## src/rtl/neuron_argmax_classifier.sv

```systemverilog
// Argmax output stage: latches one frame of signed 8.18 neuron scores and scans them
// serially with a single comparator, reporting the winning class on a valid/ready port.
//
// state | meaning
// IDLE  | waiting for a frame (in_ready high while out of reset)
// SCAN  | comparing score[ptr] against the running best, one class per cycle
// DONE  | result presented on out_*, held until out_ready
module neuron_argmax_classifier #(
    parameter int NUM_CLASSES = 10,
    parameter int SCORE_WIDTH = 26,
    parameter int IDX_WIDTH   = 4
) (
    input  logic                               clk,
    input  logic                               rst,
    input  logic [NUM_CLASSES*SCORE_WIDTH-1:0] in_scores,
    input  logic                               in_valid,
    output logic                               in_ready,
    output logic [IDX_WIDTH-1:0]               out_class,
    output logic [SCORE_WIDTH-1:0]             out_score,
    output logic                               out_tie,
    output logic                               out_valid,
    input  logic                               out_ready
);

    typedef enum logic [1:0] {
        IDLE = 2'd0,
        SCAN = 2'd1,
        DONE = 2'd2
    } state_t;

    state_t state, state_nxt;

    logic [SCORE_WIDTH-1:0] score_mem [NUM_CLASSES];
    logic [SCORE_WIDTH-1:0] best;
    logic [SCORE_WIDTH-1:0] cur;
    logic [IDX_WIDTH-1:0]   idx;
    logic [IDX_WIDTH-1:0]   ptr;
    logic                   tie;
    logic                   accept;
    logic                   last;
    logic                   gt;
    logic                   eq;

    assign in_ready = (state == IDLE) && rst;
    assign accept   = in_valid && in_ready;
    assign last     = (ptr == IDX_WIDTH'(NUM_CLASSES - 1));
    assign cur      = score_mem[ptr];
    assign gt       = $signed(cur) > $signed(best);
    assign eq       = (cur == best);

    always_ff @(posedge clk or negedge rst) begin
        if (!rst) begin
            state <= IDLE;
        end else begin
            state <= state_nxt;
        end
    end

    always_comb begin
        state_nxt = state;
        case (state)
            IDLE: if (accept) state_nxt = SCAN;
            SCAN: if (last) state_nxt = DONE;
            DONE: if (out_ready) state_nxt = IDLE;
            default: state_nxt = IDLE;
        endcase
    end

    // Scores are copied at acceptance so upstream may change in_scores mid-scan.
    always_ff @(posedge clk or negedge rst) begin
        if (!rst) begin
            for (int k = 0; k < NUM_CLASSES; k++) begin
                score_mem[k] <= '0;
            end
            best <= '0;
            idx  <= '0;
            ptr  <= '0;
            tie  <= 1'b0;
        end else begin
            case (state)
                IDLE: begin
                    if (accept) begin
                        for (int k = 0; k < NUM_CLASSES; k++) begin
                            score_mem[k] <= in_scores[k*SCORE_WIDTH +: SCORE_WIDTH];
                        end
                        best <= in_scores[0 +: SCORE_WIDTH];
                        idx  <= '0;
                        tie  <= 1'b0;
                        ptr  <= IDX_WIDTH'(1);
                    end
                end
                SCAN: begin
                    // Strictly-greater update keeps the lowest index on a tie.
                    if (gt) begin
                        best <= cur;
                        idx  <= ptr;
                        tie  <= 1'b0;
                    end else if (eq) begin
                        tie <= 1'b1;
                    end
                    if (!last) begin
                        ptr <= ptr + IDX_WIDTH'(1);
                    end
                end
                default: ;
            endcase
        end
    end

    assign out_class = idx;
    assign out_score = best;
    assign out_tie   = tie;
    assign out_valid = (state == DONE);

endmodule

```

## config.mk

```make
export PLATFORM = sky130hd
export DESIGN_NAME = neuron_argmax_classifier
export DESIGN_NICKNAME = d
export VERILOG_FILES = /design/src/rtl/neuron_argmax_classifier.sv
export SDC_FILE = /design/constraint.sdc
export NUM_CORES = 1
export LEC_CHECK = 0
export BUFFER_PORTS_ARGS = -buffer_cell sky130_fd_sc_hd__buf_4
export CORE_UTILIZATION = 45
export CTS_CLUSTER_DIAMETER = 30
export DETAILED_ROUTE_END_ITERATION = 8
export PLACE_DENSITY = 0.79
export SLEW_MARGIN = 40
export SYNTH_ARGS = -nofsm -noshare
export SYNTH_HDL_FRONTEND = slang
export SYNTH_SLANG_ARGS = --single-unit
export TNS_END_PERCENT = 50
```

## constraint.sdc

```tcl
create_clock -name clk -period 4.66 [get_ports clk]
set_input_delay 0.699 -clock clk [delete_from_list [all_inputs] [get_ports clk]]
set_output_delay 0.699 -clock clk [all_outputs]
set_load 0.01 [all_outputs]
```

==> Yosys cells after proc, flatten, opt, wreduce, memory -nomap -nowiden <==
Index checks and enable logic that the tools add are counted.
{ "word_totals": {"ff_bits": 297, "inputBits": 264, "output_inout_bits": 33, "elab_cells": 58} }
{ "classes": {"addsub": 1, "order_cmp": 2, "n_eq_ne": 10, "muxes": 20, "bitwise_logic": 1, "reduce_logical": 9} }
{ "ops": {"columns": ["operator", "n"], "rows": [
  ["binary-select mux 26 bit (select 4 bit)", 1],
  ["two-way mux 26 bit", 4],
  ["one-hot mux 26 bit (2 select lines)", 1],
  ["== test 26 bit", 1],
  ["> comparator 26 bit", 1],
  ["two-way mux 4 bit", 4],
  ["one-hot mux 4 bit (2 select lines)", 2],
  ["AND reduction 3 bit", 4],
  ["!= test 2 bit (second input constant)", 4],
  ["two-way mux 2 bit", 3],
  ["one-hot mux 2 bit (3 select lines)", 1],
  ["greater-or-equal comparator 5 bit (second input constant)", 1],
  ["NOT 4 -> 5 bit", 1],
  ["adder 4 x 1 -> 4 bit (second input constant)", 1],
  ["== test 4 bit (second input constant)", 1],
  ["two-way mux 1 bit", 3],
  ["!= test 3 bit (second input constant)", 1],
  ["== test 2 x 1 -> 1 bit (second input constant)", 1],
  ["== test 2 bit (second input constant)", 1],
  ["logical AND 1 bit", 2],
  ["zero test 2 bit", 1],
  ["!= test 2 x 1 -> 1 bit (second input constant)", 1],
  ["one-hot mux 1 bit (2 select lines)", 1],
  ["AND reduction 2 bit", 1],
  ["nonzero test 2 bit", 1]
]} }

==> Logic depth before layout (Yosys ltp) <==
Gate-level depths: netlist of run 1.
{ "logic_depth": {"word_depth": 8, "ltp_mapped": 14, "ltp_nobuf": 11} }

==> Least setup slack after synthesis of run 1 <==
Ideal clock, no wire load.
{ "synth_timing": {"path_type": "register -> register", "startpoint": "reg ptr[0]", "endpoint": "reg best[10] (netlist: out_score[10])", "setup_time_ns": 0.125, "arrival_time_ns": 3.609, "required_ns": 4.535, "setup_slack_ns": 0.926, "path_stages_with_launch": 13, "n_path_buf": 3, "period_less_slack_ns": 3.734, "path_cell_list": "dfrtp_1 -> buf_4 -> buf_1 -> mux4_2 -> o2bb2ai_1 -> ha_1 -> and4_4 -> and4b_4 -> a22oi_2 -> nand4_2 -> a211oi_4 -> buf_6 -> mux2_4"} }
{ "synth_via": {"elab_chain_len": 7, "elab_cells_between_ends": 9, "classes_between": "order compare: 1; eq/ne: 1; mux: 5; bitwise: 1; reduce/logical: 1"} }
{ "synth_rtl": {"columns": ["element", "line", "text"], "rows": [
  ["from (decl)", "37", "logic [IDX_WIDTH-1:0] ptr;"],
  ["from (signal assigned)", "102", "ptr <= ptr + IDX_WIDTH'(1);"],
  ["NOT 4 -> 5 bit (implied by the code) (*)", "47", "assign cur = score_mem[ptr];"],
  ["binary-select mux 26 bit (select 4 bit) (*)", "47", null],
  ["two-way mux 26 bit (implied by the code) (*) (2 in series)", "47", null],
  ["> comparator 26 bit", "48", "assign gt = $signed(cur) > $signed(best);"],
  ["!= test 2 bit (no source line)", null, null],
  ["AND reduction 3 bit (no source line)", null, null],
  ["to (signal assigned)", "86", "best <= in_scores[0 +: SCORE_WIDTH];"],
  ["to (signal assigned)", "95", "best <= cur;"],
  ["to (decl)", "34", "logic [SCORE_WIDTH-1:0] best;"]
]} }
Every way passes the cells marked *; elsewhere a longest branch is shown, timed or not. The select of a mux whose other input is x is not followed.
A chain may end at the register's enable or synchronous reset.

==> Final worst setup path of run 1 <==
{ "layout_timing": {"startpoint": "reg ptr[2]", "endpoint": "reg best[4] (netlist: out_score[4])"} }
Same word-level chain as after synthesis.

==> metrics.cfg, run 1 <==
[status]
status=finished, final reports clean

[die]
rows=65
core_mm2=0.0315
die_w_um=181
start_util_pct=45.6
io_pins=297
die_area_mm2=0.0326
fp.dieH_um=181

[sta]
hold_violations=0
finalCritPeriodShare_pct=87.5
final.setup.tns_ns=0
min_period_ns=4.08
fin_skew_ns=0.0278
rsz0062_at_grt=no
max_freq_mhz=245
relSlewSlack_pct=45.2
worstMarginPinSlew_ns=0.819
setup_viol=0
slew_viol_final=0

[synthesis]
synth_top_family_by_area=simple AND/OR/NAND/NOR gates
synth_compound_area_share_pct=5.08
synthSimpleGateAreaFrac_pct=20.3
muxShareOfSynthArea_pct=16.5
ys_warn_count=0
synth_cell_types=46
synth_xor_area_share_pct=0.0610
ys_seq_area_share_pct=51.8
synth_edf_count=0
synth_seq_cells=297
ys.flop_type=dfrtp_1
syn-num-nets=1786
synth-async-reset-ratio_pct=100
avgSynthCellArea_um2=9.61
synth_fa_ha_area_share_pct=2.44
synth_area_mm2=0.0144
syn_inst=1494

[flow_run]
drv_cap=0

[clock_tree]
cts_htree_levels=3
cts_buffers=66
cts_tree=yes
cts.sinks=297
post_cts_resized=0
clockBufferDepth=3
post-cts-setup-buffers=0
cts_hold_buf=0
clock_latency_ns=0.57
cts.root.buffer_cell=clkbuf_16
clk_pin_slew_ns=0.05

[critical_path]
crit_path_cell_trace=buf_4 > mux2i_1 > o22ai_1 > a21oi_1 > o2bb2ai_1 > ha_1 > and4_4 > and4b_4 > a22oi_2 > nand4_2 > a211oi_4 > buf_4 > mux2_2
cp-end-kind=flop
slowest_delay_ns=0.71
start_kind=flop
arrival_ns=4.50
cp_num_buf_inv=2
crit_top_cell=buf_4
cpMaxStageDelayCell=dfrtp_4
regToRegSetupSlack_ns=0.58
crit_family=compound AO/OA/AOI/OAI gates
reg2reg_depth=13
path_class=reg -> reg
path_max_fanout=26
cp.depth=13
worstPathRequired_ns=5.08

[finish]
final_nets=2085
syn_to_final_growth_pct=34.7
final_core_util_pct=61.4
drive_above_1_share_pct=31.6

[min_path]
min_path_type=in -> async

[placement]
portBuffers=296
place.gp.congestion=0.987
hpwl_mm=29.3

[power_and_ir_drop]
p_leak_nw=9.96
vdd_drop_max_mv=0.364
cellPowerDensity_mw_per_mm2=815
report.power.total_mw=15.8

[detailed_routing]
route.detailed.drc=0
firstDrtPassIters=5
routed_wl_mm=42.2
viasPerCell=5.24
first_iter_violations=934
wl_per_cell_um=18.8
vias=11800
drtAntennaViolNets=0

[grt]
antenna_found_initial=4
grt_usage_pct=26.3
grt_pass1_wl_mm=66.6
grt_pass1_vias=12200
overflow=0
grt_max_degree=110

-- metal layers --
metal  vias to the layer above  track usage [%]  share of wire [%]
met5                         -                0              0.040
met1                      5742             35.5                 43
met4                         2             11.1                3.4
met2                       459             40.0                 46
met3                        81             6.95                7.9
li1                       5522                -                  -
-- layout by cell type (no fill, tap or decap), types with 7 or more instances in the layout --
cell,synthesis,layout
nand2_1,720,719
buf_4,1,310
dfrtp_1,297,295
mux2_2,82,82
clkbuf_16,0,66
mux2i_1,58,58
a21oi_1,36,36
inv_1,32,32
ha_1,28,28
mux4_2,26,26
o22ai_1,26,26
o2bb2ai_1,25,25
mux2_4,19,19
clkinv_2,0,14
nor2_1,9,9
bufinv_16,0,9
clkinvlp_4,0,8
clkbuf_8,2,7
-- cells in the mapped netlist, types with 2 or more instances --
master       n  area share [%]
nor2_1       9            0.24
nand2b_1     2           0.087
nor2b_1      3            0.13
buf_1        4            0.10
o21ai_0      5            0.17
ha_1        28             2.4
a21oi_1     36             1.3
dfrtp_1    297              52
mux2_2      82             6.4
mux2_4      19             2.0
mux4_2      26             4.1
buf_6        2            0.16
a21o_2       2            0.12
buf_2       39             1.4
a21o_1       2            0.10
o22ai_1     26             1.1
and4_4       2            0.16
clkbuf_1    41             1.1
o2bb2ai_1   25             1.5
mux2i_1     58             4.0
a211oi_1     2            0.10
nand3_1      4            0.14
nand2_1    720              19
clkbuf_8     2            0.19
o311ai_1     2            0.12
nand4_1      4            0.17
inv_1       32            0.84
or2b_2       2            0.12
-- worst reg2reg max path, delay by kind of cell, from the launching register on --
kind                       cells  cell delay, ns
and+or+nand+nor                3            0.59
muxes                          2            0.73
buffers and inverters          2            0.72
adders and majority gates      1            0.31
DFF                            1            0.71
AOI/OAI and AO/OA              5            0.88
-- registers in the layout (all words and copies together) (netlist names) --
register,count
out_class,4
out_score,26
out_tie,1
ptr,4
score_mem,260
state,2
-- report_power, final --
part           internal, mW  total [mW]  switching [mW]
Combinational          2.98        6.25            3.27
Clock                  3.25        4.84            1.59
Sequential             3.83        4.67           0.848
-- final cells by class --
cell class	instances	area, um^2
diodes	3	7.51
clock buffers	75	1760
fillers	2584	12100
well taps	402	503
flip-flops and latches	297	7440
repair buffers	320	2500
multi-input cells	1075	6410
inverters	33	124
clock inverters	46	591
-- per-stage QoR --
step	hold slack, ns	setup slack [ns]	cell area [um^2]	std cells
2_1_floorplan	0.403	0.926	14400	1494
3_3_place_gp	0.451	0.769	16900	2126
3_5_place_dp	0.457	0.647	17000	2127
4_1_cts	0.00144	0.634	19300	2248
5_1_grt	0.0211	0.374	19300	2251
6_report	0.0216	0.580	19300	2251
-- cells by family after synthesis --
kind of cell,after synthesis
adders and majority gates,28
and+or+nand+nor,754
AOI/OAI and AO/OA,107
buffers and inverters,122
muxes,185
DFF,297
xor gates and xnor gates,1
-- final timing paths --
kind                                            startpoint                         end
worst max register to register          ptr[2]$_DFFE_PN0P_    out_score[4]$_DFFE_PN0P_
worst min-delay path                                   rst  score_mem[257]$_DFFE_PN0P_
min in group clk                            in_scores[256]   score_mem[22]$_DFFE_PN0P_
worst max-delay path                    ptr[2]$_DFFE_PN0P_    out_score[4]$_DFFE_PN0P_
worst min register to register  score_mem[171]$_DFFE_PN0P_  score_mem[171]$_DFFE_PN0P_
max in group asynchronous                              rst          ptr[0]$_DFFE_PN0P_
Power figures use the tool's default switching activity.
==> run 2: changes to the inputs <==
--- a/config.mk
+++ b/config.mk
@@ -7,6 +7,7 @@
 export LEC_CHECK = 0
 export BUFFER_PORTS_ARGS = -buffer_cell sky130_fd_sc_hd__buf_4
 export CORE_UTILIZATION = 45
+export CTS_BUF_LIST = sky130_fd_sc_hd__clkbuf_8
 export CTS_CLUSTER_DIAMETER = 30
 export DETAILED_ROUTE_END_ITERATION = 8
 export PLACE_DENSITY = 0.79
==> constraint.sdc (replaced) <==
create_clock -name clk -period 4.8 [get_ports clk]
set_input_delay 0.72 -clock clk [delete_from_list [all_inputs] [get_ports clk]]
set_output_delay 0.72 -clock clk [all_outputs]
set_load 0.02 [all_outputs]
==> run 2 against run 1 <==
Register-to-register slack gained 0.06 ns. Sequential power shrank 4%. First-iteration DRC count down 8.9%. Setup slack improved by 0.057 ns. Sequential cell count stayed put. Die area did not move. Sequential share of layout area rose by 1.9 points. Clock skew decreased by 0.0027 ns.
==> metrics.cfg, run 2 (synthesis gave the netlist of run 1 again) <==
[status]
status=finished, final reports clean

[detailed_routing]
route.detailed.drc=0  ; unchanged
highest_layer=met5
wl_met1_mm=17.8  ; -2.0%
route.met2.wl_mm=17.5  ; -9.0%
wl_per_cell_um=18.0  ; -4.2%
firstDrtPassIters=4  ; -1
drtAntennaViolNets=0  ; unchanged
first_iter_violations=851  ; -8.9%
routed_wl_mm=40.4  ; -4.4%
viasPerCell=5.12  ; -2.3%
vias=11500  ; -2.5%
dr_wl_met3_mm=3.24  ; -2.7%

[die]
die_area_mm2=0.0326  ; unchanged
die_w_um=181  ; unchanged
core_mm2=0.0315  ; unchanged
io_pins=297  ; unchanged
fp.dieH_um=181  ; unchanged
rows=65  ; unchanged
start_util_pct=45.6  ; unchanged

[sta]
final.setup.tns_ns=0  ; unchanged
relSlewSlack_pct=43.4  ; -1.8 points
setup_viol=0  ; unchanged
rsz0062_at_grt=no
finalCritPeriodShare_pct=86.7  ; -0.83 points
fin_skew_ns=0.0251  ; -0.00269 ns
max_freq_mhz=240  ; -2.0%
slew_viol_final=0  ; unchanged
worstMarginPinSlew_ns=0.846  ; +0.0267 ns
hold_violations=0  ; unchanged
min_period_ns=4.16  ; +0.0828 ns

[clock_tree]
clk_pin_slew_ns=0.06  ; about the same
cts_hold_buf=0  ; unchanged
clockBufferDepth=3  ; unchanged
cts_htree_levels=3  ; unchanged
clock_latency_ns=0.58  ; about the same
cts_buffers=66  ; unchanged
cts.root.buffer_cell=clkbuf_8
cts_tree=yes
cts.sinks=297  ; unchanged
post-cts-setup-buffers=0  ; unchanged
post_cts_resized=0  ; unchanged

[grt]
antenna_found_initial=3  ; -1
grt_pass1_vias=11800  ; -3.1%
grt_max_degree=112  ; +1.8%
overflow=0  ; unchanged
grt_pass1_wl_mm=63.7  ; -4.4%
grt_usage_pct=25.1  ; -1.1 points

[placement]
portBuffers=296  ; unchanged
dpl_cell_area_mm2=0.0170  ; -0.10%
hpwl_mm=29.0  ; -1.2%
place.gp.congestion=0.919  ; -6.8%

[critical_path]
start_kind=flop
rr_startpoint=ptr[2]$_DFFE_PN0P_
crit_top_cell=buf_4
cp-end-kind=flop
arrival_ns=4.60  ; +0.10 ns
cpMaxStageDelayCell=dfrtp_4
path_max_fanout=43  ; +65%
regToRegEndpoint=out_score[5]$_DFFE_PN0P_
worstPathRequired_ns=5.24  ; +0.16 ns
regToRegSetupSlack_ns=0.64  ; +0.06 ns
reg2reg_depth=13  ; unchanged
path_class=reg -> reg
cp_num_buf_inv=2  ; unchanged
slowest_delay_ns=0.90  ; +0.19 ns
crit_path_cell_trace=buf_4 > mux2i_1 > o22ai_1 > a21oi_1 > o2bb2ai_1 > ha_1 > and4_4 > and4b_4 > a22oi_2 > nand4_2 > a211oi_4 > buf_4 > mux2_2
crit_family=flip-flops

[power_and_ir_drop]
p_leak_nw=9.58  ; -3.7%
cellPowerDensity_mw_per_mm2=739  ; -9.3%
vdd_drop_max_mv=0.379  ; +4.2%

[finish]
stdcell_area_mm2=0.0184  ; -4.7%
syn_to_final_growth_pct=28.3
final_nets=2085  ; unchanged
max_flop_register=score_mem
drive_above_1_share_pct=31.1  ; -0.49 points
largest_register_ffs=260  ; unchanged
layout_commonest_cell=nand2_1
final_cell_mix=719 x nand2_1, 312 x buf_4, 295 x dfrtp_1
fillCellCount=2676  ; +3.6%

[flow_run]
drv_cap=0  ; unchanged

[min_path]
min_path_type=in -> async

-- run 2: cell types whose count changed in the layout (fill, tap and decap cells not counted), sizes merged --
cell      previous run  this run
bufinv               9         7
clkbuf              75        74
clkinv              23        16
clkinvlp             8         9
diode                3         2
inv                 39        45
-- run 2: area by class of cell --
class | instances | area [um^2] | share of cell area, %
well taps | 402 | 503 | 2.73
flip-flops and latches | 297 | 7440 | 40.4
multi-input cells | 1075 | 6410 | 34.8
clock inverters | 44 | 433 | 2.35
clock buffers | 74 | 1020 | 5.53
repair buffers | 320 | 2490 | 13.5
inverters | 33 | 124 | 0.672
diodes | 2 | 5.00 | 0.0272
-- run 2: worst max-delay path by stage --
| stage | start | endpoint | cells after the start |
|---|---|---|---|
| 2_1_floorplan | ptr[0]$_DFFE_PN0P_ | out_score[10]$_DFFE_PN0P_ | 12 |
| 3_3_place_gp | ptr[2]$_DFFE_PN0P_ | out_score[5]$_DFFE_PN0P_ | 13 |
| 3_5_place_dp | ptr[2]$_DFFE_PN0P_ | out_score[5]$_DFFE_PN0P_ | 13 |
| 4_1_cts | ptr[2]$_DFFE_PN0P_ | out_score[5]$_DFFE_PN0P_ | 13 |
| 5_1_grt | ptr[2]$_DFFE_PN0P_ | out_score[5]$_DFFE_PN0P_ | 13 |
| 6_report | ptr[2]$_DFFE_PN0P_ | out_score[5]$_DFFE_PN0P_ | 13 |
-- run 2: where the power goes --
| part | leakage (nW) | internal, mW | switching [mW] |
|---|---|---|---|
| combinational | 5.14 | 2.88 | 3.23 |
| clock | 0.758 | 1.82 | 1.20 |
| sequential | 3.69 | 3.71 | 0.789 |
-- run 2: metrics by stage --
stage	worst slack, ns	utilization (%)	power (mW)	cells	hold slack [ns]
finish	0.638	58.5	13.6	2247	0.0849
global route	0.445	58.5	14.6	2247	0.0924
CTS	0.606	58.5	13.7	2245	0.0848
detailed placement	0.631	53.9	10.6	2127	0.460
global placement	0.780	53.7	10.3	2125	0.452
floorplan	1.07	-	8.66	1494	0.424
-- run 2: routing by layer --
metal	vias to the layer above	GRT usage, %
met2	425	36.1
li1	5498	-
met3	101	7.40
met5	-	0
met4	2	12.3
met1	5487	34.6
==> run 3: changes to the inputs <==
--- a/config.mk
+++ b/config.mk
@@ -6,11 +6,11 @@
 export NUM_CORES = 1
 export LEC_CHECK = 0
 export BUFFER_PORTS_ARGS = -buffer_cell sky130_fd_sc_hd__buf_4
-export CORE_UTILIZATION = 45
+export CORE_UTILIZATION = 61
 export CTS_BUF_LIST = sky130_fd_sc_hd__clkbuf_8
 export CTS_CLUSTER_DIAMETER = 30
 export DETAILED_ROUTE_END_ITERATION = 8
-export PLACE_DENSITY = 0.79
+export PLACE_DENSITY = 0.95
 export SLEW_MARGIN = 40
 export SYNTH_ARGS = -nofsm -noshare
 export SYNTH_HDL_FRONTEND = slang
==> run 3 against run 2 <==
Via count up 8.8%. Highest routed layer is now met4. Critical endpoint is now out_score[2]$_DFFE_PN0P_. Critical path type unchanged. Fmax decreased by 7.9%. Largest power group unchanged. Utilization grew 21 points. Critical path depth unchanged. Sequential cell count unchanged. Worst hold slack got worse by 0.063 ns. Design area is 0.84% lower. Final cell count is 4.5% lower. Die area decreased by 26%.
==> metrics.cfg, run 3 (synthesis gave the netlist of run 1 again) <==
[power_and_ir_drop]
switchingPower_mw=5.48  ; +5.0%
cellPowerDensity_mw_per_mm2=759  ; +2.6%
p_leak_nw=9.52  ; -0.67%
clockPowerShare_pct=21.5  ; -0.7 points
p_sw_share_pct=39.5  ; +1.2 points
combPwrFrac_pct=45.3  ; +0.5 points
internal_power_mw=8.38  ; -0.32%
vdd_drop_max_mv=0.396  ; +4.4%
seqPwrFrac_pct=33.2  ; +0.2 points

[clock_tree]
cts_htree_levels=2  ; -1
cts.sinks=297  ; unchanged
post-cts-setup-buffers=0  ; unchanged
cts_buffers=60  ; -9.1%
clk_pin_slew_ns=0.07  ; about the same
cts_tree=yes
clock_latency_ns=0.60  ; +0.02 ns
clockBufferDepth=3  ; unchanged
cts_hold_buf=0  ; unchanged
post_cts_resized=0  ; unchanged
cts.root.buffer_cell=clkbuf_8

[grt]
grt_usage_pct=36.6  ; +11 points
antenna_found_initial=0  ; -3
grt_pass1_vias=12900  ; +9.4%
overflow=0  ; unchanged
grt_pass1_wl_mm=67.9  ; +6.7%
grt_max_degree=170  ; +52%

[critical_path]
rr_startpoint=ptr[2]$_DFFE_PN0P_
start_kind=flop
worstPathRequired_ns=5.28  ; +0.04 ns
crit_family=compound AO/OA/AOI/OAI gates
regToRegSetupSlack_ns=0.28  ; -0.36 ns
slowest_delay_ns=0.69  ; -0.21 ns
crit_path_cell_trace=buf_12 > mux2i_1 > o22ai_1 > a21oi_1 > o2bb2ai_1 > ha_1 > a211oi_2 > a211oi_1 > o311ai_1 > nand4_2 > a211oi_4 > buf_4 > mux2_2
cp_num_buf_inv=2  ; unchanged
path_max_fanout=62  ; +44%
path_class=reg -> reg
reg2reg_depth=13  ; unchanged
cp-end-kind=flop
cpMaxStageDelayCell=dfrtp_4
arrival_ns=5.00  ; +0.40 ns
regToRegEndpoint=out_score[2]$_DFFE_PN0P_

[sta]
finalCritPeriodShare_pct=94.2  ; +7.5 points
min_period_ns=4.52  ; +0.359 ns
max_freq_mhz=221  ; -7.9%
worstMarginPinSlew_ns=0.842  ; -0.00401 ns
slew_viol_final=0  ; unchanged
setup_viol=0  ; unchanged
setup_ws_ns=0.279  ; -0.359 ns
fin_skew_ns=0.0228  ; -0.00236 ns
hold_ws_ns=0.0224  ; -0.0625 ns
hold_violations=0  ; unchanged
relSlewSlack_pct=43.5  ; +0.17 points
rsz0062_at_grt=no
final.setup.tns_ns=0  ; unchanged

[detailed_routing]
vias=12500  ; +8.8%
route.detailed.drc=0  ; unchanged
first_iter_violations=1298  ; +53%
drtAntennaViolNets=0  ; unchanged
firstDrtPassIters=7  ; +3
routed_wl_mm=43.3  ; +7.2%
viasPerCell=5.84  ; +14%
wl_per_cell_um=20.2  ; +12%

[finish]
final_cell_mix=719 x nand2_1, 306 x buf_4, 295 x dfrtp_1
layout_commonest_cell=nand2_1
fillCellCount=1347  ; -50%
diodes=0  ; -2
area.sequential_mm2=0.00744  ; unchanged
final_core_util_pct=80.0  ; +21 points
max_flop_register=score_mem
syn_to_final_growth_pct=27.2
final_nets=2075  ; -0.48%
largest_register_ffs=260  ; unchanged
drive_above_1_share_pct=30.9  ; -0.25 points
multiInputGateArea_mm2=0.00641  ; +0.14%

[die]
rows=55  ; -15%
die_area_mm2=0.0242  ; -26%
fp.dieH_um=155  ; -14%
start_util_pct=62.9  ; +17 points
io_pins=297  ; unchanged
core_mm2=0.0228  ; -27%
die_w_um=155  ; -14%

[min_path]
min_path_type=in -> async

[placement]
portBuffers=296  ; unchanged
place.gp.congestion=0.936  ; +1.8%
hpwl_mm=28.8  ; -0.57%
preCtsSetupSlack_ns=0.503  ; -0.128 ns

[flow_run]
drv_cap=0  ; unchanged

[status]
status=finished, final reports clean

## run 3: cell count changes in the layout (fill, tap and decap cells not counted)
cell	previous run	this run
inv_1	41	38
buf_12	3	6
buf_4	312	306
clkinv_8	0	1
diode_2	2	0
clkinvlp_4	9	12
inv_6	4	0
buf_6	2	1
buf_16	2	1
clkinv_2	12	9
nand2_4	1	0
nand2_8	0	1
## run 3: power by group through the flow
stage,clock network (mW),logic [mW],registers [mW]
global placement,0,5.70,4.46
detailed placement,0,6.03,4.55
global route,3.11,6.77,4.69
finish,2.98,6.27,4.60
floorplan,0,4.32,4.34
CTS,2.99,6.16,4.55
## run 3: worst max-delay path by stage
stage | start | to | slack (ns) | depth (start not counted)
finish | ptr[2]$_DFFE_PN0P_ | out_score[2]$_DFFE_PN0P_ | 0.28 | 13
CTS | ptr[2]$_DFFE_PN0P_ | out_score[1]$_DFFE_PN0P_ | 0.43 | 13
global route | ptr[2]$_DFFE_PN0P_ | out_score[2]$_DFFE_PN0P_ | 0.17 | 13
global placement | ptr[2]$_DFFE_PN0P_ | out_score[1]$_DFFE_PN0P_ | 0.69 | 12
floorplan | ptr[0]$_DFFE_PN0P_ | out_score[10]$_DFFE_PN0P_ | 1.07 | 12
detailed placement | ptr[2]$_DFFE_PN0P_ | out_score[4]$_DFFE_PN0P_ | 0.50 | 12
## run 3: final cells by class
class	count	area share [%]
Clock buffer	73	5.50
Tap cell	313	2.14
Multi-Input combinational cell	1075	35.1
Timing Repair Buffer	316	13.6
Inverter	33	0.678
Clock inverter	38	2.25
Sequential cell	297	40.7
## run 3: per-layer routing
layer / part of all wire, % / up-vias / GRT usage, %
met1: 38 / 6055 / 46.5
met3: 11 / 189 / 10.1
met2: 46 / 783 / 58.3
li1: - / 5494 / -
met5: 0 / - / 0
met4: 5.3 / 0 / 17.8
## run 3: per-stage QoR
step / cell area (um^2) / instances / power (mW)
2_1_floorplan: 14400 / 1494 / 8.66
3_3_place_gp: 16800 / 2032 / 10.2
3_5_place_dp: 16800 / 2032 / 10.6
4_1_cts: 18200 / 2143 / 13.7
5_1_grt: 18300 / 2145 / 14.6
6_report: 18300 / 2145 / 13.9
